File: config.mk
export PLATFORM = sky130hd
export DESIGN_NAME = hazard_forward_ctrl
export DESIGN_NICKNAME = d
export VERILOG_FILES = /design/src/rtl/hazard_forward_ctrl.sv
export SDC_FILE = /design/constraint.sdc
export NUM_CORES = 1
export LEC_CHECK = 0
export ABC_AREA = 1
export BUFFER_PORTS_ARGS = -buffer_cell sky130_fd_sc_hd__buf_2
export CAP_MARGIN = 20
export CORE_MARGIN = 4
export CORE_UTILIZATION = 46
export DETAILED_ROUTE_END_ITERATION = 6
export PLACE_DENSITY_LB_ADDON = 0.12
export RECOVER_POWER = 100
export SLEW_MARGIN = 25
export SYNTH_ARGS = -nofsm -noshare
export SYNTH_HDL_FRONTEND = slang
export SYNTH_SLANG_ARGS = --single-unit
File: constraint.sdc
create_clock -name clk -period 1.5 [get_ports clk]
set_input_delay 0.075 -clock clk [delete_from_list [all_inputs] [get_ports clk]]
set_output_delay 0.075 -clock clk [all_outputs]
set_load 0.02 [all_outputs]
File: src/rtl/hazard_forward_ctrl.sv
// Hazard/forwarding controller for the 5-stage pipeline: EX bypass selects, load-use detection,
// and a busy tracker for one fixed-latency multi-cycle unit with its RAW/WAW/structural stalls.
module hazard_forward_ctrl #(
    parameter int unsigned REG_AW = 5,
    parameter int unsigned NSRC   = 2,
    parameter int unsigned MC_LAT = 4,
    parameter int unsigned SCNT_W = 16
) (
    input  logic                     clk,
    input  logic                     rst_n,
    input  logic [NSRC*REG_AW-1:0]   rs_ex,
    input  logic [NSRC*REG_AW-1:0]   rs_id,
    input  logic [NSRC-1:0]          rs_used_id,
    input  logic [REG_AW-1:0]        rd_id,
    input  logic                     RegWrite_id,
    input  logic                     mc_req_id,
    input  logic [REG_AW-1:0]        rd_ex,
    input  logic                     MemRead_ex,
    input  logic                     mc_start,
    input  logic [REG_AW-1:0]        mc_rd,
    input  logic [REG_AW-1:0]        rd_mem,
    input  logic                     RegWrite_mem,
    input  logic [REG_AW-1:0]        rd_wb,
    input  logic                     RegWrite_wb,
    output logic [NSRC*2-1:0]        forward,
    output logic                     stall,
    output logic                     flush_ex,
    output logic                     mc_busy,
    output logic                     mc_done,
    output logic [REG_AW-1:0]        mc_rd_out,
    output logic                     mc_err,
    output logic [SCNT_W-1:0]        stall_cycles
);

    localparam int unsigned CNT_W = $clog2(MC_LAT + 1);
    localparam logic [1:0]  FWD_RF  = 2'b00;
    localparam logic [1:0]  FWD_WB  = 2'b01;
    localparam logic [1:0]  FWD_MEM = 2'b10;
    localparam logic [1:0]  FWD_MC  = 2'b11;

    typedef enum logic {IDLE, BUSY} state_t;

    state_t              state_q, state_d;
    logic [CNT_W-1:0]    cnt_q, cnt_d;
    logic [REG_AW-1:0]   pend_rd_q, pend_rd_d;
    logic                mc_err_q, mc_err_d;
    logic [SCNT_W-1:0]   stall_cycles_q, stall_cycles_d;

    logic                load_use;
    logic                mc_raw;
    logic                mc_waw;
    logic                mc_struct;
    logic                mc_haz_en;

    // State register
    always_ff @(posedge clk or negedge rst_n) begin
        if (!rst_n) begin
            state_q        <= IDLE;
            cnt_q          <= '0;
            pend_rd_q      <= '0;
            mc_err_q       <= 1'b0;
            stall_cycles_q <= '0;
        end else begin
            state_q        <= state_d;
            cnt_q          <= cnt_d;
            pend_rd_q      <= pend_rd_d;
            mc_err_q       <= mc_err_d;
            stall_cycles_q <= stall_cycles_d;
        end
    end

    // MC busy FSM: next state and completion outputs
    always_comb begin
        state_d   = state_q;
        cnt_d     = cnt_q;
        pend_rd_d = pend_rd_q;
        mc_err_d  = mc_err_q;
        mc_done   = 1'b0;
        mc_busy   = 1'b0;
        mc_rd_out = '0;
        case (state_q)
            IDLE: begin
                if (mc_start) begin
                    state_d   = BUSY;
                    cnt_d     = CNT_W'(MC_LAT);
                    pend_rd_d = mc_rd;
                end
            end
            BUSY: begin
                mc_busy   = 1'b1;
                mc_rd_out = pend_rd_q;
                if (cnt_q == CNT_W'(1)) begin
                    mc_done = 1'b1;
                    if (mc_start) begin
                        cnt_d     = CNT_W'(MC_LAT);
                        pend_rd_d = mc_rd;
                    end else begin
                        state_d   = IDLE;
                        cnt_d     = '0;
                        pend_rd_d = '0;
                    end
                end else begin
                    cnt_d = cnt_q - CNT_W'(1);
                    if (mc_start) begin
                        mc_err_d = 1'b1;
                    end
                end
            end
            default: begin
                state_d = IDLE;
            end
        endcase
    end

    // Per-slot EX bypass select; r0 is never forwarded
    always_comb begin
        forward = '0;
        for (int unsigned i = 0; i < NSRC; i++) begin
            if (RegWrite_mem && (rd_mem != '0) && (rd_mem == rs_ex[i*REG_AW +: REG_AW])) begin
                forward[i*2 +: 2] = FWD_MEM;
            end else if (RegWrite_wb && (rd_wb != '0) && (rd_wb == rs_ex[i*REG_AW +: REG_AW])) begin
                forward[i*2 +: 2] = FWD_WB;
            end else if (mc_done && (pend_rd_q != '0) && (pend_rd_q == rs_ex[i*REG_AW +: REG_AW])) begin
                forward[i*2 +: 2] = FWD_MC;
            end else begin
                forward[i*2 +: 2] = FWD_RF;
            end
        end
    end

    // Load-use and MC-unit hazards; the done cycle is covered by regfile write-through
    always_comb begin
        load_use  = 1'b0;
        mc_raw    = 1'b0;
        mc_haz_en = mc_busy && !mc_done;
        for (int unsigned i = 0; i < NSRC; i++) begin
            if (MemRead_ex && (rd_ex != '0) && rs_used_id[i] &&
                (rs_id[i*REG_AW +: REG_AW] == rd_ex)) begin
                load_use = 1'b1;
            end
            if (mc_haz_en && (pend_rd_q != '0) && rs_used_id[i] &&
                (rs_id[i*REG_AW +: REG_AW] == pend_rd_q)) begin
                mc_raw = 1'b1;
            end
        end
        mc_waw    = mc_haz_en && RegWrite_id && (rd_id != '0) && (rd_id == pend_rd_q);
        mc_struct = mc_haz_en && mc_req_id;
    end

    // Stall outputs and saturating stall-cycle counter
    always_comb begin
        stall          = load_use || mc_raw || mc_waw || mc_struct;
        flush_ex       = stall;
        stall_cycles_d = stall_cycles_q;
        if (stall && (stall_cycles_q != '1)) begin
            stall_cycles_d = stall_cycles_q + SCNT_W'(1);
        end
    end

    assign mc_err       = mc_err_q;
    assign stall_cycles = stall_cycles_q;

endmodule

# Word-level counts from Yosys, hierarchy flattened
# Cells that the tools add are included.
[totals] ff_bits=26 latch_bits=0 mem_bits_rw=0 rom_bits=0 inputBits=55 out_inout_bits=30 word_cells=85 mem_count=0
[op_classes] add_sub_neg=2 n_mul=0 div_mod_pow=0 magnitude_cmp=0 n_eq_ne=15 shifts=0 n_mux=25 n_bitwise=2 reduce_logical=36
[ops] op="== test 5 bit" n=11
[ops] op="logical AND 1 bit" n=25
[ops] op="nonzero test 5 bit" n=5
[ops] op="2-to-1 mux 5 bit" n=4
[ops] op="adder 16 x 1 -> 16 bit, second input constant" n=1
[ops] op="!= test 16 bit, second input constant" n=1
[ops] op="2-to-1 mux 2 bit" n=6
[ops] op="one-hot mux 5 bit (2 select lines)" n=1
[ops] op="2-to-1 mux 1 bit" n=9
[ops] op="2-to-1 mux 3 bit" n=3
[ops] op="one-hot mux 3 bit (2 select lines)" n=1
[ops] op="== test 3 x 1 -> 1 bit, second input constant" n=1
[ops] op="logical OR 1 bit" n=3
[ops] op="AND reduction 3 bit" n=1
[ops] op="subtractor 3 x 1 -> 3 bit, second input constant" n=1
[ops] op="!= test 2 x 1 -> 1 bit, second input constant" n=1
[ops] op="!= test 2 bit, second input constant" n=1
[ops] op="NOT 1 bit" n=2
[ops] op="one-hot mux 1 bit (2 select lines)" n=1
[ops] op="AND reduction 2 bit" n=1
[ops] op="logical NOT 1 bit" n=1

# Depth between registers and ports, before layout
# Gate-level depths: netlist of run 1.
[logic_depth] ltp_word=14 depth_mapped=13 mapped_depth_nobuf=12

# Worst setup path before layout of run 1
# Ideal clock, no wire load.
[synth_path] path_kind="register to output" startpoint="register state_q" endpoint="output port forward[0]" arrival_ns=1.729 t_required_ns=1.425 slack_ns=-0.304 path_stages_with_launch=8 n_path_buf=1 path_cell_list="dfrtp_1 > buf_6 > inv_1 > nor2_1 > nand2_1 > inv_1 > nand2_1 > a21boi_0"
[synth_between] elab_chain_len=6
[synth_rtl] element="start, declared" line_no="43" text="state_t state_q, state_d;"
[synth_rtl] element="start signal, assigned" line_no="64" text="state_q <= state_d;"
[synth_rtl] element="2-to-1 mux 1 bit" line_no="81" text="case (state_q)"
[synth_rtl] element="via mc_done" line_no="29" text="output logic mc_done,"
[synth_rtl] element="logical AND 1 bit (2 in a row)" line_no="123" text="end else if (mc_done && (pend_rd_q != '0) && (pend_rd_q == rs_ex[i*REG_AW +: REG_AW])) begin"
[synth_rtl] element="2-to-1 mux 2 bit" line_no="123"
[synth_rtl] element="2-to-1 mux 2 bit" line_no="121" text="end else if (RegWrite_wb && (rd_wb != '0) && (rd_wb == rs_ex[i*REG_AW +: REG_AW])) begin"
[synth_rtl] element="2-to-1 mux 2 bit" line_no="119" text="if (RegWrite_mem && (rd_mem != '0) && (rd_mem == rs_ex[i*REG_AW +: REG_AW])) begin"
[synth_rtl] element="end, declared" line_no="25" text="output logic [NSRC*2-1:0] forward,"
# The timed path passes the listed nets, and every way through them passes these cells.

# Final worst setup path of run 1
[layout_path] startpoint="register pend_rd_q[1]" endpoint="output port forward[1]"
[layout_between] elab_chain_len=6 word_cells_on_any_way=7 classes_between="eq/ne (1); mux (3); reduce/logical (3)"
[layout_rtl] element="start, declared" line_no="45" text="logic [REG_AW-1:0] pend_rd_q, pend_rd_d;"
[layout_rtl] element="start signal, assigned" line_no="66" text="pend_rd_q <= pend_rd_d;"
[layout_rtl] element="nonzero test 5 bit" line_no="123"
[layout_rtl] element="logical AND 1 bit" line_no="123"
[layout_rtl] element="logical AND 1 bit *" line_no="123"
[layout_rtl] element="2-to-1 mux 2 bit *" line_no="123"
[layout_rtl] element="2-to-1 mux 2 bit *" line_no="121"
[layout_rtl] element="2-to-1 mux 2 bit *" line_no="119"
# Every way passes the cells marked *; elsewhere a longest branch is shown, timed or not.

==> reports/results.tsv, run 1 <==
metric	value	unit
Leak	2.025	nW
initial antenna violation count	0	
vias in the first global route	2753	
Worst IR Drop VDD	0.8135	mV
CP max FO	4	
Die H	82.35	um
Placer Congestion	0.8706	
fin worst setup slack	-0.3545	ns
Synth Register Bits	26	
Post-Route WL	8.018	mm
die width	82.35	um
Post-synth ARST share	100.0	%
dpl hpwl	5.739	mm
Total Power	4.986	mW
CTS root buf	clkbuf_8	
nets@finish	588	
dominant synthesized flop cell	dfrtp_1	
first-pass GRT wire length	12.30	mm
Core Box Area	5238	um^2
via count	2906	
drt first pass iters	4	
period utilisation layout	123.6	%
Setup Skew	0.01019	ns
relative slew slack	54.26	%
Pint	2.759	mW
Worst Hold Class	input pin to flip-flop	
Req. time, crit path	1.42	ns
fin. max-slew vios	0	
fmax	539.2	MHz
initial core utilization	48.54	%
num rows	26	
syn_area_per_cell	6.453	um^2
clk buf depth	2	
worst r2r src	pend_rd_q[1]	
clk_lat worst skew	0.28	ns
TritonCTS clock tree	done	
Routed wire per std cell	13.39	um
net load switching power	2.227	mW
Crit. Startpoint	pend_rd_q[1]	
Syn Std Cell Area	2542	um^2
clk sinks	26	
DRC	0	
Post-synth EDFFs	0	
RSZ-0062 raised after global routing	yes	
Power Density	1287	nW/um^2
GR Layer Usage met1	31.83	%
Seq pwr share	22.2	%
gr ovfl total	0	
met2 global-route usage	38.62	%
GRT Overall Usage	23.21	%
failing checks	negative setup slack	
proportion of layout cells with a drive suffix above 1	40.26	%
GRT busiest layer	met2	
most common cell in the synthesized netlist	nand2_1	
CP Launch Type	flip-flop	
Worst Setup End Kind	output port	
setup violators final	24	
Tightest Pin Transition	0.6860	ns
WP data arrival	1.78	ns
Num CTS Buffers	3	
area grow syn2layout	52.36	%
Final Hold Slack	0.04548	ns
logic gate share of total power	65.8	%
grt met3 use	4.013	%
Setup CP Type	flip-flop to output port	
switch share	44.67	%
Tmin final	1.854	ns
Clk pwr share	12.0	%
Antenna Nets Post-Route	0	
largest net degree at the start of global routing	27	
vias per cell	4.851	
top post-synthesis cells by area	dfrtp_1 26%, nand2_1 18%, xor2_1 7.9%	
area leader, netlist	dfrtp_1	
placed insts	578	
yosys warns	0	
input/output buffers	84	
Die Area	6781	um^2
Synth top area share	25.59	%
sequential fraction of the synthesis area	25.59	%
max_cap viols	0	
Post-Syn Nets	452	
distinct cell type count of the synthesized netlist	30	
Final Hold Viols	0	
status	finished with violations	
most frequent cells after synthesis	119 x nand2_1, 52 x inv_1, 36 x nand3_1	
Initial DRC Count	109	
CTS clk-pin slew, worst paths	0.10	ns
I/O pins	85	
Fin Setup TNS	-4.963	ns
Syn Inst Count	394	
H-tree depth	1	
diode count	0	
Hold Startpoint	mc_rd[1]	
non-filler cells in the finished layout	599	
==> routing by layer <==
layer  vias up  part of all wire, %
met2        88                   48
met1      1320                   45
met5         -                    0
met3        10                  5.7
li1       1488                    -
met4         0                  1.2
==> through the flow <==
stage	area (um^2)	setup slack (ns)	utilization (%)
3_5_place_dp	3328	-0.1645	63.55
2_1_floorplan	2620	-0.06737	-
4_1_cts	3757	-0.3583	71.74
5_1_grt	3874	-0.4179	73.96
3_3_place_gp	3328	-0.1412	63.55
6_report	3874	-0.3545	73.96
==> state kept, by name (all words and copies together), names as in the netlist <==
register	cells
stall_cycles	16
pend_rd_q	5
state_q	1
mc_err	1
cnt_q	3
==> cell usage in the layout (no fill, tap or decap), drive strengths merged, types with 3 or more instances in the layout <==
master,n
buf,115
clkbuf,28
dfrtp,26
ha,3
inv,59
nand2,139
nand3,37
nand4,9
nor2,39
nor3,9
o21ai,14
xnor2,17
xor2,23
==> timing repair <==
| item | in CTS | in global routing |
|---|---|---|
| cloned | 2 | 0 |
| gates resized for setup | 57 | 30 |
| buffers inserted | 13 | 2 |
| pin swaps | 26 | 15 |
| endpoints found under the hold margin | 26 | 0 |
| hold buffers | 1 | 0 |
| setup endpoints to repair | 23 | 23 |
==> final timing paths <==
| check | endpoint | slack, ns | depth (start not counted) |
|---|---|---|---|
| worst min-delay path | pend_rd_q[1] | 0.05 | 3 |
| worst min register to register | mc_err | 0.50 | 1 |
| worst max register to register | stall_cycles[5] | -0.23 | 11 |
| min in group asynchronous | mc_err | 0.36 | 2 |
| max in group asynchronous | pend_rd_q[0] | 0.65 | 2 |
| worst max-delay path | forward[1] | -0.35 | 7 |
==> area by class of cell <==
class                           instances  area [um^2]
Clock buffer                            3        41.29
Clock inverter                          1        30.03
Fill cell                             428         1364
Inverter                               59        229.0
Multi-Input combinational cell        299         1867
Sequential cell                        26        660.6
Tap cell                               70        87.58
Timing Repair Buffer                  141        958.4
==> worst max-delay path, cell delays in order, from the launching register on <==
cell and delay (ns):
dfrtp_2 0.48, buf_6 0.14, xor2_1 0.17, nor4_4 0.31, buf_4 0.16, nand3_2 0.06
nand2_2 0.08, buf_6 0.11
==> cell families after synthesis <==
kind of cell,share of synthesized area (%)
AOI/OAI and AO/OA,4.084
xor gates and xnor gates,13.78
adders and majority gates,1.477
buffers and inverters,12.75
DFF,25.59
and+or+nand+nor,42.32
==> power by group through the flow <==
stage	Clock [mW]	Combinational, mW	Sequential (mW)
CTS	0.602	3.01	1.07
global placement	0	2.28	1.11
detailed placement	0	2.33	1.11
finish	0.598	3.28	1.11
global route	0.642	3.56	1.13
floorplan	0	1.55	1.13
(Power assumes the default switching activity.)
==> inputs of run 2 (changes only) <==
- ABC_CLOCK_PERIOD_IN_PS: unset -> 1500
- REMOVE_ABC_BUFFERS: unset -> 1
==> reports/results.tsv, run 2 (synthesis results as in run 1) <==
metric	value	unit	change
CTS root buf	clkbuf_8		
Hold EP	pend_rd_q[4]		
Die H	82.35	um	unchanged
Leak	2.021	nW	-0.17%
Tightest Pin Transition	0.6967	ns	+0.01062 ns
status	finished with violations		
Fillers	444		+3.7%
leading cell type in the layout, fill and taps excluded	nand2_1		
Num CTS Buffers	3		unchanged
Core Box Area	5238	um^2	unchanged
proportion of layout cells with a drive suffix above 1	37.66	%	-2.6 points
Die Area	6781	um^2	unchanged
Placer Congestion	0.9596		+10%
num rows	26		unchanged
Seq pwr share	22.8	%	+0.6 points
nets@finish	598		+1.7%
dpl hpwl	5.610	mm	-2.2%
Setup Skew	0.004320	ns	-0.005871 ns
Fin Setup TNS	-6.062	ns	-1.099 ns
DRC	0		unchanged
input/output buffers	84		unchanged
clk sinks	26		unchanged
clk_lat worst skew	0.27	ns	about the same
largest net degree at the start of global routing	27		unchanged
Antenna Nets Post-Route	0		unchanged
reg2reg setup slack	-0.30	ns	-0.07 ns
die width	82.35	um	unchanged
TritonCTS clock tree	done		
H-tree depth	1		unchanged
fin worst setup slack	-0.3454	ns	+0.009100 ns
Final Hold Viols	0		unchanged
diode count	0		unchanged
logic gate share of total power	67.6	%	+1.8 points
fmax	541.9	MHz	+0.49%
Critical R2R Capture	stall_cycles[4]		
gr ovfl total	0		unchanged
DP Worst Slack	-0.1956	ns	-0.03112 ns
max reg flops	16		unchanged
switch share	43.79	%	-0.88 points
initial antenna violation count	0		unchanged
CTS clk-pin slew, worst paths	0.09	ns	about the same
non-filler cells in the finished layout	609		+1.7%
most frequent cells in the layout	111 x nand2_1, 56 x buf_4, 55 x buf_2		
Tmin final	1.845	ns	-0.009100 ns
first-pass GRT wire length	12.19	mm	-0.84%
Req. time, crit path	1.42	ns	about the same
Worst IR Drop VDD	0.8873	mV	+9.1%
clk buf depth	2		unchanged
max_cap viols	0		unchanged
Initial DRC Count	111		+1.8%
Total Power	4.799	mW	-3.7%
failing checks	negative setup slack		
RSZ-0062 raised after global routing	yes		
CP Launch Type	flip-flop		
vias in the first global route	2871		+4.3%
Post-Route WL	7.701	mm	-4.0%
via count	2946		+1.4%
I/O pins	85		unchanged
placed insts	580		+0.35%
area grow syn2layout	47.64	%	
fin. max-slew vios	0		unchanged
net load switching power	2.102	mW	-5.6%
initial core utilization	48.54	%	unchanged
setup violators final	23		-4.2%
WP data arrival	1.77	ns	about the same
Power Density	1279	nW/um^2	-0.67%
Hold Startpoint	mc_rd[4]		
relative slew slack	53.56	%	-0.71 points
CP max FO	4		unchanged
Setup CP Type	flip-flop to output port		
Final Hold Slack	0.03402	ns	-0.01146 ns
Worst Hold Class	input pin to flip-flop		
worst-case reg-to-reg path depth	13		+2
hold depth	3		unchanged
Clk pwr share	9.6	%	-2.4 points
Worst Setup End Kind	output port		
Routed wire per std cell	12.65	um	-5.5%
worst r2r src	pend_rd_q[1]		
Pint	2.698	mW	-2.2%
period utilisation layout	123.0	%	-0.61 points
GRT Overall Usage	22.85	%	-0.37 points
vias per cell	4.837		-0.29%
drt first pass iters	4		unchanged
-- run 2: cell count changes in the layout (fill, tap and decap cells not counted), sizes merged --
cell,previous run,this run
buf,115,124
clkbuf,28,31
bufinv,1,0
nand2,139,138
-- run 2: worst max path at each step --
stage,startpoint,cells after the start,to
finish,pend_rd_q[1],11,flush_ex
global route,pend_rd_q[0],9,flush_ex
CTS,pend_rd_q[1],8,forward[2]
detailed placement,cnt_q[0],11,stall_cycles[13]
global placement,cnt_q[0],11,stall_cycles[4]
floorplan,stall_cycles[0],8,stall_cycles[14]
-- run 2: cell type report --
cell class	count	area (um^2)	share of cell area, %
repair buffers	152	1010	26.90
inverters	59	231.5	6.167
clock buffers	4	55.05	1.467
multi-input cells	298	1713	45.63
flip-flops and latches	26	656.9	17.50
well taps	70	87.58	2.333
-- run 2: repair_timing --
action / 4_1_cts / 5_1_grt
gates resized for setup: 42 / 32
buffers inserted: 20 / 3
hold buffers: 1 / 0
pin swaps: 13 / 15
endpoints found under the hold margin: 26 / 0
endpoints found under the setup margin: 23 / 29
cloned: 0 / 1
-- run 2: routing by layer --
layer / global-route usage [%] / part of all wire, % / vias up
met4: 6.645 / 1.8 / 0
met1: 26.46 / 41 / 1341
met5: 0 / 0 / -
met2: 43.51 / 52 / 88
met3: 2.603 / 5.4 / 14
li1: - / - / 1503
-- run 2: through the flow --
| step | cell area, um^2 | utilization, % |
|---|---|---|
| 6_report | 3754 | 71.67 |
| 4_1_cts | 3637 | 69.45 |
| 5_1_grt | 3754 | 71.67 |
| 3_5_place_dp | 3286 | 62.73 |
| 2_1_floorplan | 2442 | - |
| 3_3_place_gp | 3286 | 62.73 |
-- run 2: power groups by stage --
stage,Clock [mW],Combinational [mW],Sequential [mW]
CTS,0.467,2.95,1.08
detailed placement,0,2.34,1.09
global route,0.503,3.55,1.11
floorplan,0,1.19,1.18
finish,0.460,3.25,1.09
global placement,0,2.29,1.09
-- run 2: critical path: stages, from the launching register on --
cell and delay [ns]:
dfrtp_2 0.45, buf_4 0.15, buf_4 0.12, nand2_1 0.06
nand2_1 0.05, nor2_1 0.09, nand3_1 0.08, nand2_1 0.08
nand2_2 0.07, nand3_4 0.11, buf_12 0.12, buf_8 0.10
==> inputs of run 3 (changes only) <==
- CORE_MARGIN: 4 -> unset
- MAX_ROUTING_LAYER: unset -> met4
==> reports/results.tsv, run 3 (synthesis results as in run 1) <==
metric	value	unit	change
largest net degree at the start of global routing	27		unchanged
most frequent cells in the layout	113 x nand2_1, 56 x buf_2, 53 x buf_4		
GRT Overall Usage	26.22	%	+3.4 points
max_cap viols	0		unchanged
Hold EP	pend_rd_q[3]		
fin worst setup slack	-0.2752	ns	+0.07017 ns
dpl cell area	3346	um^2	+1.8%
Power Density	1249	nW/um^2	-2.3%
CP Launch Type	flip-flop		
DRC	0		unchanged
WP data arrival	1.70	ns	-0.07 ns
first-pass GRT wire length	12.12	mm	-0.57%
input/output buffers	84		unchanged
CTS clk-pin slew, worst paths	0.09	ns	about the same
Setup Skew	0.002330	ns	-0.001990 ns
reg2reg setup slack	-0.26	ns	+0.04 ns
Leak	1.973	nW	-2.4%
fin. max-slew vios	0		unchanged
clk sinks	26		unchanged
Hold Startpoint	mc_rd[3]		
setup violators final	22		-4.3%
Die Area	5829	um^2	-14%
Num CTS Buffers	3		unchanged
die width	76.35	um	-7.3%
DP Worst Slack	-0.2014	ns	-0.005810 ns
via count	2860		-2.9%
status	finished with violations		
CP max FO	5		+1
CTS root buf	clkbuf_8		
Tmin final	1.775	ns	-0.07017 ns
hold depth	3		unchanged
Worst IR Drop VDD	0.9504	mV	+7.1%
Req. time, crit path	1.42	ns	about the same
worst r2r src	cnt_q[0]		
leading cell type in the layout, fill and taps excluded	nand2_1		
period utilisation layout	118.3	%	-4.7 points
clk buf depth	2		unchanged
RSZ-0062 raised after global routing	yes		
Worst Hold Class	input pin to flip-flop		
Critical R2R Capture	stall_cycles[6]		
slowest CP cell	dfrtp_1		
H-tree depth	1		unchanged
fmax	563.3	MHz	+4.0%
gr ovfl total	0		unchanged
clk_lat worst skew	0.28	ns	about the same
post-route core utilization	70.60	%	-1.1 points
Tightest Pin Transition	0.6470	ns	-0.04965 ns
relative slew slack	56.87	%	+3.3 points
vias in the first global route	2799		-2.5%
initial core utilization	48.85	%	+0.30 points
nets@finish	593		-0.84%
Final Cell Area	3675	um^2	-2.1%
Placer Congestion	0.9523		-0.76%
met2 global-route usage	46.40	%	+2.9 points
vias per cell	4.735		-2.1%
grt met3 use	3.832	%	+1.2 points
area grow syn2layout	44.54	%	
critical-path cell list	ha_4 > nand2_2 > nand2_4 > nor2_1 > nand3_1 > nor2_2 > nor2_2 > nand3_4 > buf_12 > buf_8		
Final Hold Viols	0		unchanged
dpl hpwl	5.593	mm	-0.30%
max incr delay on CP	0.42	ns	-0.03 ns
initial antenna violation count	0		unchanged
Post-Route WL	7.082	mm	-8.0%
Final Hold Slack	0.05540	ns	+0.02137 ns
diode count	0		unchanged
Setup CP Type	flip-flop to output port		
Core Box Area	5205	um^2	-0.62%
TritonCTS clock tree	done		
Worst Setup End Kind	output port		
proportion of layout cells with a drive suffix above 1	35.39	%	-2.3 points
Die H	76.35	um	-7.3%
GRT busiest layer	met2		
num rows	26		unchanged
max reg flops	16		unchanged
drt first pass iters	4		unchanged
GR Layer Usage met1	30.57	%	+4.1 points
most frequent CP cell	nor2_2		
failing checks	negative setup slack		
worst-case reg-to-reg path depth	13		unchanged
I/O pins	85		unchanged
Routed wire per std cell	11.73	um	-7.3%
Initial DRC Count	105		-5.4%
Antenna Nets Post-Route	0		unchanged
-- run 3: cell count changes in the layout (fill, tap and decap cells not counted), sizes merged --
cell	change
clkbuf	-5
buf	-1
bufinv	+1
-- run 3: worst max path at each step --
stage                         start               end  slack [ns]  depth (start not counted)
CTS                    pend_rd_q[3]             stall       -0.28                         11
finish                     cnt_q[0]             stall       -0.28                         10
floorplan           stall_cycles[0]  stall_cycles[14]       -0.33                          8
global placement           cnt_q[0]   stall_cycles[3]       -0.16                         11
global route           pend_rd_q[3]        forward[0]       -0.41                          6
detailed placement         cnt_q[1]   stall_cycles[2]       -0.20                         12
-- run 3: area by class of cell --
cell class	instances	area [um^2]
multi-input combinational	298	1677
tap	70	87.58
inverter	59	229.0
sequential	26	656.9
fill	459	1530
clock inverter	1	30.03
clock buffer	3	41.29
timing repair buffer	147	953.4
-- run 3: per-layer routing --
metal | routed length (um) | up-vias
met5 | 0 | -
met4 | 137 | 0
met3 | 343 | 14
met2 | 3601 | 75
met1 | 2999 | 1277
li1 | - | 1494
-- run 3: metrics by stage --
step	setup TNS [ns]	cells	total power, mW
3_5_place_dp	-3.101	588	3.510
2_1_floorplan	-5.123	383	2.376
6_report	-4.880	604	4.589
5_1_grt	-7.276	604	4.946
4_1_cts	-5.072	601	4.528
3_3_place_gp	-2.640	588	3.461
-- run 3: repair_timing --
item                                    CTS  global route
pin swaps                                17            20
hold buffers                              1             0
setup buffers                             8             3
endpoints found under the hold margin    26             0
endpoints found under the setup margin   23            23
resized for setup                        36            19
-- run 3: power breakdown --
part	internal, mW	switching [mW]
Sequential	0.880	0.208
Combinational	1.37	1.54
Clock	0.358	0.235
-- run 3: critical path, delay by kind of cell, from the launching register on --
family        cells  cell delay, ns
fa+ha+maj         1            0.17
buf+inv           2            0.21
flops             1            0.42
simple gates      7            0.62
